==> src/rtl/fulladd_4bit_2_if.sv <==
// Operand/result bundle for the registered 4-bit adder/subtractor.
// The master drives operands and mode; the slave returns the registered result and flags.
interface fulladd_4bit_2_if;
   logic [3:0] a;
   logic [3:0] b;
   logic       cin;
   logic       gt;
   logic       ls;
   logic       error;
   logic [3:0] sum;
   logic       cout;

   modport master (
      output a, b, cin,
      input  gt, ls, error, sum, cout
   );

   modport slave (
      input  a, b, cin,
      output gt, ls, error, sum, cout
   );
endinterface

==> src/rtl/fulladd_4bit_2.sv <==
// Registered 4-bit ripple-carry adder/subtractor with compare and overflow flags.
// cin=1 computes a - b and reports gt/ls/signed overflow; cin=0 computes a + b and reports carry-out.
module fulladd_4bit_2 (
   input  logic              clk,
   input  logic              rst,
   fulladd_4bit_2_if.slave   bus
);

   typedef struct packed {
      logic [3:0] sum;
      logic       cout;
      logic       gt;
      logic       ls;
      logic       error;
   } result_t;

   localparam result_t RESULT_ZERO = '0;

   logic [3:0] x;
   logic [3:0] y;
   logic [3:0] s;
   logic [4:0] c;
   result_t    res_d;
   result_t    res_q;

   // Subtract mode inverts b and injects the +1 through the bit-0 carry-in.
   always_comb begin
      // NOTE: every variable gets a value on every path so no latch is inferred.
      x     = bus.a;
      y     = bus.cin ? ~bus.b : bus.b;
      c     = '0;
      s     = '0;
      c[0]  = bus.cin;
      for (int i = 0; i < 4; i++) begin
         s[i]   = x[i] ^ y[i] ^ c[i];
         c[i+1] = (x[i] & y[i]) | (c[i] & (x[i] ^ y[i]));
      end
   end

   always_comb begin
      res_d      = RESULT_ZERO;
      res_d.sum  = s;
      res_d.cout = c[4];
      if (bus.cin) begin
         // No borrow with a nonzero difference means a > b; a borrow means a < b.
         res_d.gt    = c[4] & (s != 4'b0000);
         res_d.ls    = ~c[4];
         res_d.error = (x[3] == y[3]) & (s[3] != x[3]);
      end else begin
         res_d.error = c[4];
      end
   end

   always_ff @(posedge clk) begin
      // NOTE: non-blocking assignment keeps register updates order-independent.
      if (rst) begin
         res_q <= RESULT_ZERO;
      end else begin
         res_q <= res_d;
      end
   end

   assign bus.sum   = res_q.sum;
   assign bus.cout  = res_q.cout;
   assign bus.gt    = res_q.gt;
   assign bus.ls    = res_q.ls;
   assign bus.error = res_q.error;

endmodule

==> src/flat_wrapper.sv <==
// flat-port wrapper written by rule: the top's interface ports become plain ports
module fulladd_4bit_2_flat 
  (clk, rst, bus_a, bus_b, bus_cin, bus_gt, bus_ls, bus_error, bus_sum, bus_cout);
  fulladd_4bit_2_if bus_i ();
  input  logic clk;
  input  logic rst;
  input wire logic [$bits(bus_i.a)-1:0] bus_a;
  input wire logic [$bits(bus_i.b)-1:0] bus_b;
  input wire logic [$bits(bus_i.cin)-1:0] bus_cin;
  output wire logic [$bits(bus_i.gt)-1:0] bus_gt;
  output wire logic [$bits(bus_i.ls)-1:0] bus_ls;
  output wire logic [$bits(bus_i.error)-1:0] bus_error;
  output wire logic [$bits(bus_i.sum)-1:0] bus_sum;
  output wire logic [$bits(bus_i.cout)-1:0] bus_cout;
  assign bus_i.a = bus_a;
  assign bus_i.b = bus_b;
  assign bus_i.cin = bus_cin;
  assign bus_gt = bus_i.gt;
  assign bus_ls = bus_i.ls;
  assign bus_error = bus_i.error;
  assign bus_sum = bus_i.sum;
  assign bus_cout = bus_i.cout;
  fulladd_4bit_2 u_core (.clk(clk), .rst(rst), .bus(bus_i));
endmodule
==> config.mk <==
export PLATFORM = sky130hd
export DESIGN_NAME = fulladd_4bit_2_flat
export DESIGN_NICKNAME = d
export VERILOG_FILES = /design/src/rtl/fulladd_4bit_2_if.sv /design/src/rtl/fulladd_4bit_2.sv /design/src/flat_wrapper.sv
export SDC_FILE = /design/constraint.sdc
export NUM_CORES = 1
export LEC_CHECK = 0
export CORE_AREA = 2 2 39 41
export CTS_CLUSTER_DIAMETER = 80
export DETAILED_ROUTE_END_ITERATION = 10
export DIE_AREA = 0 0 41 43
export PLACE_DENSITY_LB_ADDON = 0.12
export SLEW_MARGIN = 30
export SYNTH_ARGS = -nofsm -noshare
export SYNTH_HDL_FRONTEND = slang
export SYNTH_SLANG_ARGS = --single-unit
==> constraint.sdc <==
create_clock -name clk -period 3.3 [get_ports clk]
set_input_delay 0.33 -clock clk [delete_from_list [all_inputs] [get_ports clk]]
set_output_delay 0.33 -clock clk [all_outputs]
set_load 0.1 [all_outputs]
==> results summary <==
The count of cell types in the netlist came out at 15. The endpoint arrival time on the critical path is 2.74 ns. The overall power after layout came out at 341 µW. The TritonCTS clock tree is done. The initial antenna violation count is 0. The area share of the largest cell type after synthesis came out at 42.1%. The synthesized cell area came out at 380 µm². The clock slew seen by the registers of the worst setup and hold paths is 0.05 ns.

Across the run, the number of max-cap violations was 0. The routability congestion estimate from global placement came out at 0.707. Counting stages on the worst path, the most repeated cell is fa_1. Across all hold checks on the routed design, the worst slack comes to 0.754 ns. The leakage power came out at 0.000237 µW.

In this run the worst setup path begins at bus_cin. For met2 alone, demand over resource in global routing was 13.1%. The number of gates resized after CTS was 0. Sorting the synthesized cells by area gives the leading types as dfxtp_1 (42%), fa_1 (16%), xnor2_1 (6.9%), nor2b_1 (4.9%), xor2_1 (4.6%). The clock tree buffer depth is 2. Once the floorplan was initialized, standard cells occupied 27.5% of the core. The share of the clock period used by the worst path came out at 78.5%. The die footprint came out at 1760 µm². The vias per cell came out at 4.13. The kind of cell with the highest combined delay on the critical path is adder cells.

The via count of the first global-routing pass is 274. The worst-case IR drop observed on VDD is 0.000170 V. For this run, the top clock speed supported by timing is 386 MHz. The cell row count is 14. A synthesized cell averages 11.2 µm². In the synthesized netlist the dominant register cell turns out to be dfxtp_1.

Clock tree synthesis found a total of 8 sinks. The count of cells in the finished layout, fillers not included, comes to 70. The final antenna-violating net count is 0. The leftover overflow at the end of global routing is 0. The final design instance area without fill came out at 592 µm². The number of hold-repair buffers added at the cts stage came out at 0. Sorting the synthesized cells by how often they occur yields dfxtp_1 (8), nor2_1 (4).

The post-synth net total is 49. Counting flops and latches in the post-synthesis netlist gives 8. The number of iterations in the first detailed-routing pass is 1.

In this run the worst hold path is classified as in2reg. The number of H-tree levels came out at 1. Headroom to the max-slew limit came out at 35.6%. The final number of setup-violating endpoints is 0. Wires add up to 614 µm. The cell with the most instances after synthesis is dfxtp_1. The number of antenna diodes in the final layout is 0. The width of the die is 41 µm. The worst setup path is captured at a flop. Counting instances, the worst hold path has a depth of 2.

After detailed placement, the total cell area comes to 569 µm². The power per cell area came out at 577 nW/µm². The die boundary height is 43 µm. The total number of vias is 289. The highest cell delay on the worst timing path came out at 0.56 ns. The largest net degree at the start of global routing came out at 9. The final routed DRC violation total is 0.

The clock tree root buffer cell is clkbuf_4. Adding up every negative setup slack in the final design gives 0 ns. The critical path goes through clkdlybuf4s50_1, mux2_2, fa_1, inv_1, fa_1, inv_1, fa_1, xnor2_1, o31ai_1. The total of buffers placed on input and output ports came out at 18. Summed over all instances, the cell type with the most area after synthesis is dfxtp_1.

The iteration-0 DRC count of the detailed router is 0. The kind of start point of the critical path is an input pin. The layout cell share with drive strength beyond 1 is 7.41%.

The filler cell count is 135. The slowest stage of the critical path belongs to the cell clkdlybuf4s50_1. The total buffers and inverters traversed by the critical path is 3. The all-layer global routing usage came out at 8.49%. The count of yosys warnings during synthesis is 0. The sequential fraction of the synthesis area came out at 42.1%.

The number of synthesized flops with an enable pin came out at 0. Dividing the detail-routed wire length by the instance count gives 8.77 µm. After global routing, the most crowded layer is met2. The number of top-level pins came out at 19. The synthesized instance count is 34.

The count of final max-slew check failures came out at 0. The clock period minus final worst setup slack is 2.59 ns. The share of flip-flops with an asynchronous set or reset after synthesis is 0%. Setup repair after global routing left no endpoint under its margin.

The net count of the finished layout is 71. The routing usage on met3 came out at 1.57%. The required time reported for the critical path endpoint came out at 3.45 ns.

For the pin with the worst max-slew slack, the measured transition is 0.963 ns. The routing usage on met1 is 7.89%. The first global-routing pass estimated 959 µm of wire. The number of clock buffers inserted by TritonCTS came out at 3. Once placement completed, the tool counted placed cells totaling 67. The biggest fanout along the worst timing path is 7. The area of the core is 1380 µm². The post-CTS repair timing setup buffer count came out at 0. The final count of hold timing violations was 0. The run finished with clean final reports. Compared with the post-synthesis result, the final layout area differs by 55.6%. The critical path is of the in2reg type. The capturing instance or port of the critical path is u_core.bus.error. The cell depth of the worst setup path is 9.
layout make-up:
type / instances / area [µm²] / share of cell area, %
Sequential cell: 8 / 160 / 27.1
Timing Repair Buffer: 18 / 180 / 30.4
Clock buffer: 3 / 22.5 / 3.81
Inverter: 3 / 11.3 / 1.90
Tap cell: 16 / 20.0 / 3.38
Multi-Input combinational cell: 22 / 198 / 33.4
worst min-delay path by stage:
stage,startpoint,endpoint,slack (ns)
final,rst,u_core.bus.sum[2],0.75
after global routing,rst,u_core.bus.sum[2],0.79
after CTS,rst,u_core.bus.sum[2],0.75
after detailed placement,rst,u_core.bus.sum[2],1.01
after global placement,rst,u_core.bus.sum[2],1.01
after floorplan,rst,u_core.bus.sum[2],0.40
routing by layer:
layer | vias up | part of all wire [%]
met2 | 15 | 54
met5 | - | 0
met3 | 0 | 10
met1 | 129 | 36
met4 | 0 | 0
li1 | 145 | -
layout by cell type (no fill, tap or decap):
cell type / n
xor2_1: 2
fa_1: 3
xnor2_1: 3
clkbuf_4: 3
a31oi_1: 1
nor2_1: 4
dfxtp_1: 8
or3b_1: 1
inv_1: 3
nor2b_1: 3
ha_1: 1
o31ai_1: 1
clkdlybuf4s50_1: 18
nand2b_1: 1
nand3b_1: 1
mux2_2: 1
cells by family after synthesis:
| kind of cell | after synthesis | share of synthesized area, % |
|---|---|---|
| and+or+nand+nor | 10 | 14.8 |
| DFF | 8 | 42.1 |
| xor gates and xnor gates | 5 | 11.5 |
| buffers and inverters | 4 | 5.92 |
| adders and majority gates | 4 | 19.1 |
| AOI/OAI and AO/OA | 2 | 3.62 |
| muxes | 1 | 2.96 |
through the flow:
step,setup slack (ns),util (%)
3_5_place_dp,0.430,41.1
2_1_floorplan,1.11,-
6_report,0.711,42.8
4_1_cts,0.700,42.8
3_3_place_gp,0.529,41.1
5_1_grt,0.613,42.8
state kept, by name (all words and copies together) (netlist names):
register / flops
u_core.bus.cout: 1
u_core.bus.gt: 1
u_core.bus.error: 1
u_core.bus.sum: 4
u_core.bus.ls: 1
where the power goes:
group,total (µW),switching [µW],internal [µW]
Sequential,111,2.52,108
Clock,68.8,27.6,41.2
Combinational,162,112,49.9
No activity file was read; power rests on OpenSTA's default activity.
